$ cat config.mk
export PLATFORM = sky130hd
export DESIGN_NAME = mem_port_arbiter_flat
export DESIGN_NICKNAME = d
export VERILOG_FILES = /design/src/rtl/mem_port_arbiter_pkg.sv /design/src/rtl/mem_port_arbiter_if.sv /design/src/rtl/mem_port_arbiter_sat_counter.sv /design/src/rtl/mem_port_arbiter.sv /design/src/flat_wrapper.sv
export SDC_FILE = /design/constraint.sdc
export NUM_CORES = 1
export LEC_CHECK = 0
export CAP_MARGIN = 20
export CORE_AREA = 3 3 116 118
export DETAILED_ROUTE_END_ITERATION = 10
export DIE_AREA = 0 0 119 121
export PLACE_DENSITY = 0.7
export SETUP_SLACK_MARGIN = 0.2
export SYNTH_ARGS = -nofsm -noshare
export SYNTH_HDL_FRONTEND = slang
export SYNTH_SLANG_ARGS = --single-unit
$ cat constraint.sdc
create_clock -name clk -period 1.9 [get_ports clk]
set_input_delay 0.38 -clock clk [delete_from_list [all_inputs] [get_ports clk]]
set_output_delay 0.38 -clock clk [all_outputs]
set_load 0.05 [all_outputs]
$ cat src/rtl/mem_port_arbiter_pkg.sv
// ============================================================================
// mem_arb_pkg : shared encodings for the CPU/DMA memory port arbiter
// Revision    : 1.0
// ============================================================================
`default_nettype none

package mem_arb_pkg;

  // Owner of the previous cycle's grant
  typedef enum logic [1:0] {
    IDLE    = 2'b00,
    CPU_OWN = 2'b01,
    DMA_OWN = 2'b10
  } state_t;

  localparam logic OWN_CPU = 1'b0;
  localparam logic OWN_DMA = 1'b1;

endpackage

`default_nettype wire

$ cat src/rtl/mem_port_arbiter_if.sv
// ============================================================================
// mem_port_arbiter_if : CPU, DMA and RAM side bundle of the memory arbiter
// Revision            : 1.0
// ============================================================================
`default_nettype none

interface mem_port_arbiter_if #(
  parameter int AW = 32,
  parameter int DW = 32
);

  logic          cpu_req;
  logic          cpu_we;
  logic [AW-1:0] cpu_adr;
  logic [DW-1:0] cpu_wdata;
  logic          cpu_stall;
  logic          cpu_rvalid;
  logic [DW-1:0] cpu_rdata;

  logic          dma_req;
  logic          dma_we;
  logic [AW-1:0] dma_adr;
  logic [DW-1:0] dma_wdata;
  logic          dma_gnt;
  logic          dma_rvalid;
  logic [DW-1:0] dma_rdata;

  logic          mem_en;
  logic          mem_we;
  logic [AW-1:0] mem_adr;
  logic [DW-1:0] mem_wdata;
  logic [DW-1:0] mem_rdata;

  // Arbiter side
  modport master (
    input  cpu_req, cpu_we, cpu_adr, cpu_wdata,
    input  dma_req, dma_we, dma_adr, dma_wdata,
    input  mem_rdata,
    output cpu_stall, cpu_rvalid, cpu_rdata,
    output dma_gnt, dma_rvalid, dma_rdata,
    output mem_en, mem_we, mem_adr, mem_wdata
  );

  // Requester / RAM environment side
  modport slave (
    output cpu_req, cpu_we, cpu_adr, cpu_wdata,
    output dma_req, dma_we, dma_adr, dma_wdata,
    output mem_rdata,
    input  cpu_stall, cpu_rvalid, cpu_rdata,
    input  dma_gnt, dma_rvalid, dma_rdata,
    input  mem_en, mem_we, mem_adr, mem_wdata
  );

endinterface

`default_nettype wire

$ cat src/rtl/mem_port_arbiter_sat_counter.sv
// ============================================================================
// sat_counter : up-counter with synchronous clear, saturating at LIMIT
// Revision    : 1.0
// ============================================================================
`default_nettype none

module sat_counter #(
  parameter int LIMIT = 4,
  parameter int W     = $clog2(LIMIT + 1)
) (
  input  wire logic         clk,
  input  wire logic         rst_n,
  input  wire logic         inc,
  input  wire logic         clr,
  output logic      [W-1:0] cnt
);

  localparam logic [W-1:0] C_LIMIT = W'(LIMIT);

  always_ff @(posedge clk or negedge rst_n) begin
    if (!rst_n) begin
      cnt <= '0;
    end else if (clr) begin
      cnt <= '0;
    end else if (inc && (cnt != C_LIMIT)) begin
      cnt <= cnt + W'(1);
    end
  end

endmodule

`default_nettype wire

$ cat src/rtl/mem_port_arbiter.sv
// ============================================================================
// mem_port_arbiter : shares one single-port RAM between the CPU and a DMA
//                    engine; CPU priority with DMA burst lock and anti-starve
// Revision         : 1.0
// ============================================================================
`default_nettype none

module mem_port_arbiter
  import mem_arb_pkg::*;
#(
  parameter int AW           = 32,
  parameter int DW           = 32,
  parameter int MAX_BURST    = 8,
  parameter int STARVE_LIMIT = 4
) (
  input wire logic           clk,
  input wire logic           reset,
  mem_port_arbiter_if.master bus
);

  localparam int BW = $clog2(MAX_BURST + 1);
  localparam int SW = $clog2(STARVE_LIMIT + 1);
  localparam logic [BW-1:0] C_MAX_BURST    = BW'(MAX_BURST);
  localparam logic [SW-1:0] C_STARVE_LIMIT = SW'(STARVE_LIMIT);

  state_t        r_state;
  state_t        w_state_nxt;
  logic [BW-1:0] r_burst_cnt;
  logic [SW-1:0] r_starve_cnt;
  logic          w_dma_wins;
  logic          w_cpu_gnt;
  logic          w_dma_gnt;
  logic          w_mem_en;
  logic          w_mem_we;
  logic [AW-1:0] w_mem_adr;
  logic [DW-1:0] w_mem_wdata;
  logic          r_rd_pending;
  logic          r_rd_owner;

  always_ff @(posedge clk or negedge reset) begin
    if (!reset) begin
      r_state <= IDLE;
    end else begin
      r_state <= w_state_nxt;
    end
  end

  // Grants are gated by reset so nothing reaches the RAM while it is held
  always_comb begin
    w_state_nxt = IDLE;
    w_cpu_gnt   = 1'b0;
    w_dma_gnt   = 1'b0;
    w_dma_wins  = ((r_state == DMA_OWN) && (r_burst_cnt < C_MAX_BURST)) ||
                  (r_starve_cnt == C_STARVE_LIMIT);
    if (reset) begin
      if (bus.cpu_req && bus.dma_req) begin
        w_dma_gnt = w_dma_wins;
        w_cpu_gnt = !w_dma_wins;
      end else begin
        w_cpu_gnt = bus.cpu_req;
        w_dma_gnt = bus.dma_req;
      end
    end
    if (w_cpu_gnt) begin
      w_state_nxt = CPU_OWN;
    end else if (w_dma_gnt) begin
      w_state_nxt = DMA_OWN;
    end
  end

  sat_counter #(.LIMIT(MAX_BURST), .W(BW)) u_burst_cnt (
    .clk   (clk),
    .rst_n (reset),
    .inc   (w_dma_gnt),
    .clr   (!w_dma_gnt),
    .cnt   (r_burst_cnt)
  );

  sat_counter #(.LIMIT(STARVE_LIMIT), .W(SW)) u_starve_cnt (
    .clk   (clk),
    .rst_n (reset),
    .inc   (bus.dma_req && !w_dma_gnt),
    .clr   (w_dma_gnt),
    .cnt   (r_starve_cnt)
  );

  // CPU fields stay on the RAM bus whenever DMA is not granted
  assign w_mem_en    = w_cpu_gnt || w_dma_gnt;
  assign w_mem_we    = w_mem_en && (w_dma_gnt ? bus.dma_we : bus.cpu_we);
  assign w_mem_adr   = w_dma_gnt ? bus.dma_adr : bus.cpu_adr;
  assign w_mem_wdata = w_dma_gnt ? bus.dma_wdata : bus.cpu_wdata;

  always_ff @(posedge clk or negedge reset) begin
    if (!reset) begin
      r_rd_pending <= 1'b0;
      r_rd_owner   <= OWN_CPU;
    end else begin
      r_rd_pending <= w_mem_en && !w_mem_we;
      if (w_mem_en) begin
        r_rd_owner <= w_dma_gnt ? OWN_DMA : OWN_CPU;
      end
    end
  end

  assign bus.cpu_stall  = bus.cpu_req && !w_cpu_gnt;
  assign bus.dma_gnt    = w_dma_gnt;
  assign bus.mem_en     = w_mem_en;
  assign bus.mem_we     = w_mem_we;
  assign bus.mem_adr    = w_mem_adr;
  assign bus.mem_wdata  = w_mem_wdata;
  assign bus.cpu_rvalid = r_rd_pending && (r_rd_owner == OWN_CPU);
  assign bus.dma_rvalid = r_rd_pending && (r_rd_owner == OWN_DMA);
  assign bus.cpu_rdata  = bus.mem_rdata;
  assign bus.dma_rdata  = bus.mem_rdata;

endmodule

`default_nettype wire

$ cat src/flat_wrapper.sv
// flat-port wrapper written by rule: the top's interface ports become plain ports
module mem_port_arbiter_flat import mem_arb_pkg::*;
#(
  parameter int AW           = 32,
  parameter int DW           = 32,
  parameter int MAX_BURST    = 8,
  parameter int STARVE_LIMIT = 4
)
  (clk, reset, bus_cpu_req, bus_cpu_we, bus_cpu_adr, bus_cpu_wdata, bus_dma_req, bus_dma_we, bus_dma_adr, bus_dma_wdata, bus_mem_rdata, bus_cpu_stall, bus_cpu_rvalid, bus_cpu_rdata, bus_dma_gnt, bus_dma_rvalid, bus_dma_rdata, bus_mem_en, bus_mem_we, bus_mem_adr, bus_mem_wdata);
  mem_port_arbiter_if #(.AW(AW), .DW(DW)) bus_i ();
  input wire logic clk;
  input wire logic reset;
  input wire logic [$bits(bus_i.cpu_req)-1:0] bus_cpu_req;
  input wire logic [$bits(bus_i.cpu_we)-1:0] bus_cpu_we;
  input wire logic [$bits(bus_i.cpu_adr)-1:0] bus_cpu_adr;
  input wire logic [$bits(bus_i.cpu_wdata)-1:0] bus_cpu_wdata;
  input wire logic [$bits(bus_i.dma_req)-1:0] bus_dma_req;
  input wire logic [$bits(bus_i.dma_we)-1:0] bus_dma_we;
  input wire logic [$bits(bus_i.dma_adr)-1:0] bus_dma_adr;
  input wire logic [$bits(bus_i.dma_wdata)-1:0] bus_dma_wdata;
  input wire logic [$bits(bus_i.mem_rdata)-1:0] bus_mem_rdata;
  output wire logic [$bits(bus_i.cpu_stall)-1:0] bus_cpu_stall;
  output wire logic [$bits(bus_i.cpu_rvalid)-1:0] bus_cpu_rvalid;
  output wire logic [$bits(bus_i.cpu_rdata)-1:0] bus_cpu_rdata;
  output wire logic [$bits(bus_i.dma_gnt)-1:0] bus_dma_gnt;
  output wire logic [$bits(bus_i.dma_rvalid)-1:0] bus_dma_rvalid;
  output wire logic [$bits(bus_i.dma_rdata)-1:0] bus_dma_rdata;
  output wire logic [$bits(bus_i.mem_en)-1:0] bus_mem_en;
  output wire logic [$bits(bus_i.mem_we)-1:0] bus_mem_we;
  output wire logic [$bits(bus_i.mem_adr)-1:0] bus_mem_adr;
  output wire logic [$bits(bus_i.mem_wdata)-1:0] bus_mem_wdata;
  assign bus_i.cpu_req = bus_cpu_req;
  assign bus_i.cpu_we = bus_cpu_we;
  assign bus_i.cpu_adr = bus_cpu_adr;
  assign bus_i.cpu_wdata = bus_cpu_wdata;
  assign bus_i.dma_req = bus_dma_req;
  assign bus_i.dma_we = bus_dma_we;
  assign bus_i.dma_adr = bus_dma_adr;
  assign bus_i.dma_wdata = bus_dma_wdata;
  assign bus_i.mem_rdata = bus_mem_rdata;
  assign bus_cpu_stall = bus_i.cpu_stall;
  assign bus_cpu_rvalid = bus_i.cpu_rvalid;
  assign bus_cpu_rdata = bus_i.cpu_rdata;
  assign bus_dma_gnt = bus_i.dma_gnt;
  assign bus_dma_rvalid = bus_i.dma_rvalid;
  assign bus_dma_rdata = bus_i.dma_rdata;
  assign bus_mem_en = bus_i.mem_en;
  assign bus_mem_we = bus_i.mem_we;
  assign bus_mem_adr = bus_i.mem_adr;
  assign bus_mem_wdata = bus_i.mem_wdata;
  mem_port_arbiter #(.AW(AW), .DW(DW), .MAX_BURST(MAX_BURST), .STARVE_LIMIT(STARVE_LIMIT)) u_core (.clk(clk), .reset(reset), .bus(bus_i));
endmodule
# Word-level counts from Yosys, hierarchy flattened

Index checks and enable logic that the tools add are counted.

$add $sub $neg: 2
$lt $le $gt $ge: 1
Eq/ne operators: 5
Muxes and demuxes: 14
Bitwise logic cells: 1
Reductions and logical operators: 17

Operator list:

| cell                                              | number |
|---|---|
| 2-to-1 mux 32 bit                                 | 2 |
| logical AND 1 bit                                 | 10 |
| 2-to-1 mux 4 bit                                  | 2 |
| 2-to-1 mux 1 bit                                  | 6 |
| 2-to-1 mux 3 bit                                  | 2 |
| adder 4 x 1 -> 4 bit, second input constant       | 1 |
| logical NOT 1 bit                                 | 4 |
| less-than comparator 4 bit, second input constant | 1 |
| 2-to-1 mux 2 bit                                  | 2 |
| != test 4 bit, second input constant              | 1 |
| adder 3 x 1 -> 3 bit, second input constant       | 1 |
| equality test 3 bit, second input constant        | 1 |
| != test 3 bit, second input constant              | 1 |
| equality test 2 bit, second input constant        | 1 |
| logical OR 1 bit                                  | 2 |
| != test 2 x 1 -> 1 bit, second input constant     | 1 |
| nonzero test 2 bit                                | 1 |
| NOT 1 bit                                         | 1 |

Bits in registers: 11
Input port bits: 166
Output and inout bits: 134
Word-level logic and storage cells: 45

# Longest topological paths before layout

Depth in word-level cells: 10
Mapped depth: 7
Gate-level depth less buffers: 5

# Modules after synthesis

A second synthesis with hierarchy kept.

Cell total of the unflattened synthesis: 202
Area, all modules: 2052.0 µm²

By module, submodules not included:

| module                             | times used | cells an instance | area an instance (µm²) | sequential area each (µm²) |
|---|---|---|---|---|
| mem_port_arbiter                   | 1          | 162               | 1629.1                 | 100.1 |
| sat_counter at u_core.u_burst_cnt  | 1          | 23                | 229.0                  | 100.1 |
| sat_counter at u_core.u_starve_cnt | 1          | 17                | 193.9                  | 75.1 |

# Worst setup path before layout

Ideal clock, no wire load.

Path kind: register to output
From: register u_core.u_burst_cnt.cnt[3]
To: output bus_cpu_stall
Arrival: 2230 ps
Data required time: 1520 ps
Slack: -710 ps
Stages on the path, launching flop included: 5
Buffers on the path: 1
Path through: dfrtp_1 > or3b_1 > buf_2 > a21bo_2 > a21boi_0

Longest elaborated chain between the ends: 8

RTL lines:

| what                       | line                               | text |
|---|---|---|
| start: declaration         | mem_port_arbiter_sat_counter.sv:15 | `output logic [W-1:0] cnt` |
| start signal: assignment   | mem_port_arbiter_sat_counter.sv:26 | `cnt <= cnt + W'(1);` |
| less-than comparator 4 bit | mem_port_arbiter.sv:53             | `w_dma_wins = ((r_state == DMA_OWN) && (r_burst_cnt < C_MAX_BURST)) \|\|` |
| logical AND 1 bit          | mem_port_arbiter.sv:53             |  |
| logical OR 1 bit           | mem_port_arbiter.sv:53             |  |
| logical NOT 1 bit          | mem_port_arbiter.sv:58             | `w_cpu_gnt = !w_dma_wins;` |
| 2-to-1 mux 1 bit           | mem_port_arbiter.sv:56             | `if (bus.cpu_req && bus.dma_req) begin` |
| 2-to-1 mux 1 bit           | mem_port_arbiter.sv:55             | `if (reset) begin` |
| logical NOT 1 bit          | mem_port_arbiter.sv:105            | `assign bus.cpu_stall = bus.cpu_req && !w_cpu_gnt;` |
| logical AND 1 bit          | mem_port_arbiter.sv:105            |  |
| end: declaration           | flat_wrapper.sv:22                 | `output wire logic [$bits(bus_i.cpu_stall)-1:0] bus_cpu_stall;` |

No other way between the ends.

# Final worst setup path

From: register u_core.r_state[0]
To: output bus_mem_wdata[15]

Longest elaborated chain between the ends: 6

RTL lines:

| what                     | line                   | text |
|---|---|---|
| start: declaration       | mem_port_arbiter.sv:26 | `state_t r_state;` |
| start signal: assignment | mem_port_arbiter.sv:44 | `r_state <= w_state_nxt;` |
| equality test 2 bit      | mem_port_arbiter.sv:53 |  |
| logical AND 1 bit        | mem_port_arbiter.sv:53 |  |
| logical OR 1 bit         | mem_port_arbiter.sv:53 |  |
| 2-to-1 mux 1 bit         | mem_port_arbiter.sv:56 |  |
| 2-to-1 mux 1 bit         | mem_port_arbiter.sv:55 |  |
| 2-to-1 mux 32 bit        | mem_port_arbiter.sv:91 | `assign w_mem_wdata = w_dma_gnt ? bus.dma_wdata : bus.cpu_wdata;` |
| end: declaration         | flat_wrapper.sv:31     | `output wire logic [$bits(bus_i.mem_wdata)-1:0] bus_mem_wdata;` |

No other way between the ends.

==> run_results.csv <==
group,metric,value,unit
run_status,status,"finished, violations left",
run_status,violations,"negative setup slack",
timing,rsz0062_at_grt,"true",
min_path,min_path_type,"primary input to async pin",
drt,avgRoutedWirePerCell,19.1,um
critical_path,critPathMostFrequentCell,"buf_4",
die,dieArea,0.0144,mm^2
die,die_w,119,um
flow_run,drv_cap,0,
placement,port_buffers,203,
critical_path,slowest_delay,420,ps
critical_path,cp_top_family,"buffers and inverters",
critical_path,cp_max_fo,12,
yosys,ys_types,34,
placement,gp_congestion,1.00,
yosys,synth_fp_nets,375,
drt,viasPerCell,3.88,
drt,wl,10300,um
critical_path,end_kind,"output port",
critical_path,cp.required,1520,ps
drt,drc,0,
yosys,syn_inst,205,
cts,path_clk_slew,40,ps
yosys,synth_seq_area_share,0.142,
timing,slew_headroom,0.817,
timing,setup_tns,-33810,ps
critical_path,worstPathArrival,2060,ps
yosys,synth.top_cell.area_share,0.259,
timing,max_freq,409,MHz
cts,cts_tree,"done",
yosys,synth.area.top_cells,"buf_4 26%, mux2_2 21%, mux2_1 16%",
placement,hpwl,8780,um
layout,regArea,275,um^2
layout,multiInputGateArea,0.00134,mm^2
layout,layout_commonest_cell,"clkdlybuf4s50_1",
placement,dp_cells,532,
yosys,netlist_area,0.00194,mm^2
global_routing,grt_max_degree,17,
layout,stdcell_count,543,
drt,drtIter0Drc,49,
layout,antenna_cells,0,
cts,cts_hold_buf,0,
timing,hold_viol_final,0,
drt,detail_route.first_pass.iterations,4,
critical_path,crit_slowest_cell,"or3b_4",
critical_path,critical_path_buf_inv_count,3,
yosys,synth-seq-cells,11,
die,die_h,121,um
cts,cts_htree_levels,1,
pwr,power_density,667,mW/mm^2
global_routing,antenna_found_initial,0,
yosys,synth.avg_cell_area,9.48,um^2
timing,setup_slack,-543,ps
pwr,p_leak,0.00196,uW
die,row_count,41,
layout,area_delta_synth_final,129,%
cts,cts.sinks,11,
die,pin_count,300,
yosys,ys_warn_count,0,
layout,layout.nets,542,
die,core,0.0126,mm^2
timing,final_max_slew_viol_count,0,
critical_path,crit_path_start_kind,"flop",
critical_path,timing.rr.start,"u_core.r_state[0]$_DFF_PN0_",
timing,min_period,2440,ps
layout,layout_common_cells,"130 x clkdlybuf4s50_1, 51 x mux2_4, 46 x buf_4",
timing,finalSetupViolations,67,
layout,drive_gt1_frac,0.493,
cts,cts_root_buffer,"clkbuf_16",
global_routing,grt_pass1_wl,14800,um
cts,clk_path_buf_depth,2,
yosys,yosysTopAreaCell,"buf_4",
timing,tightest_slew,274,ps
cts,clock_latency,240,ps
pwr,peakVddDrop,0.421,mV
critical_path,path_class,"flop to output port",
cts,numCtsBuffers,3,
critical_path,path_cells,"or3b_4 > a31oi_4 > buf_12 > buf_4 > mux2_4 > buf_4",
global_routing,grt_use_total,0.135,
drt,num_vias,2108,
global_routing,grt_overflow,0,
timing,clock_skew,3.67,ps
drt,drt.antenna.violating_nets,0,
global_routing,grt_pass1_vias,2377,
timing,fin_crit_sh,1.29,
layout,nFillCells,1235,
critical_path,crit_start,"u_core.r_state[0]$_DFF_PN0_",
die,initial_core_util,0.155,
-- final cells by class --
cell class / instances / share of cell area
tap: 172 / 0.0484
timing repair buffer: 236 / 0.566
clock buffer: 4 / 0.0177
sequential: 11 / 0.0620
multi-input combinational: 114 / 0.300
inverter: 6 / 0.00507
-- worst min-delay path: cells and delay by family --
kind	cells	cell delay (ps)
buffers and inverters	3	470
-- per-stage QoR --
step / power [uW] / setup WS (ps) / instance area, um^2 / hold WS (ps) / util
global placement: 2390 / -529 / 4090 / 484 / 0.326
finish: 2960 / -543 / 4440 / 312 / 0.354
floorplan: 1850 / -319 / 2130 / 84.4 / -
detailed placement: 2420 / -535 / 4090 / 505 / 0.326
CTS: 2930 / -568 / 4360 / 312 / 0.347
global route: 3090 / -607 / 4440 / 331 / 0.354
-- power by group --
| group | switching, uW | leakage, uW | total [uW] | internal [uW] |
|---|---|---|---|---|
| registers | 29.1 | 0.000143 | 311 | 282 |
| clock network | 101 | 0.0000382 | 382 | 281 |
| logic | 1140 | 0.00178 | 2270 | 1130 |
-- kinds of logic after synthesis --
kind of cell	share of synthesized area
buffers and inverters	0.300
muxes	0.381
and+or+nand+nor	0.0708
AOI/OAI and AO/OA	0.0670
DFF	0.142
adders and majority gates	0.0258
xor gates and xnor gates	0.0135
-- synthesized netlist by cell type --
cell / number
nand3b_1: 1
and3b_1: 1
or3b_1: 1
buf_2: 1
nor2_1: 3
mux2_1: 27
nand4_1: 1
a311oi_1: 1
nor3_1: 3
mux2_2: 37
inv_1: 6
a31oi_1: 2
a21boi_0: 2
a21bo_2: 1
buf_4: 67
xnor2_1: 1
and2_1: 2
o22ai_1: 3
nand3_1: 3
a211o_1: 1
a31oi_4: 1
clkbuf_1: 2
nor2b_1: 3
a21o_1: 2
dfrtp_1: 11
o211ai_1: 1
a22oi_1: 1
nand2_1: 4
ha_1: 4
mux2i_1: 2
buf_6: 4
xor2_1: 2
and3_1: 3
o21ai_0: 1
-- what timing repair did --
| action | 4_1_cts | 5_1_grt |
|---|---|---|
| pin swaps | 2 | 3 |
| endpoints found under the setup margin | 68 | 70 |
| resized for setup | 43 | 17 |
| setup buffers | 5 | 2 |
| gates cloned | 0 | 0 |
-- final timing paths --
path                                                          to  slack, ps  depth (start not counted)
max in group asynchronous          u_core.r_rd_owner$_DFFE_PN0P_       1460                          3
setup reg to reg                   u_core.r_rd_pending$_DFF_PN0_         80                          7
min in group clk                   u_core.r_rd_owner$_DFFE_PN0P_        500                          1
hold reg to reg                    u_core.r_rd_owner$_DFFE_PN0P_        500                          1
hold / removal             u_core.u_burst_cnt.cnt[3]$_DFFE_PN0P_        310                          3
setup / recovery                               bus_mem_wdata[15]       -540                          6
-- state kept, by name (all words and copies together) (netlist names) --
signal,count
u_core.u_starve_cnt.cnt,3
u_core.r_rd_owner,1
u_core.r_state,2
u_core.u_burst_cnt.cnt,4
u_core.r_rd_pending,1
-- layer usage --
layer  part of all wire  GRT usage  vias to the layer above  wire [um]
li1                   -          -                      980          -
met1               0.38      0.151                     1006       3970
met2               0.51      0.244                      116       5270
met3              0.099     0.0508                        6       1020
met4             0.0084     0.0253                        0         87
met5                  0          0                        -          0
Power figures use the tool's default switching activity.
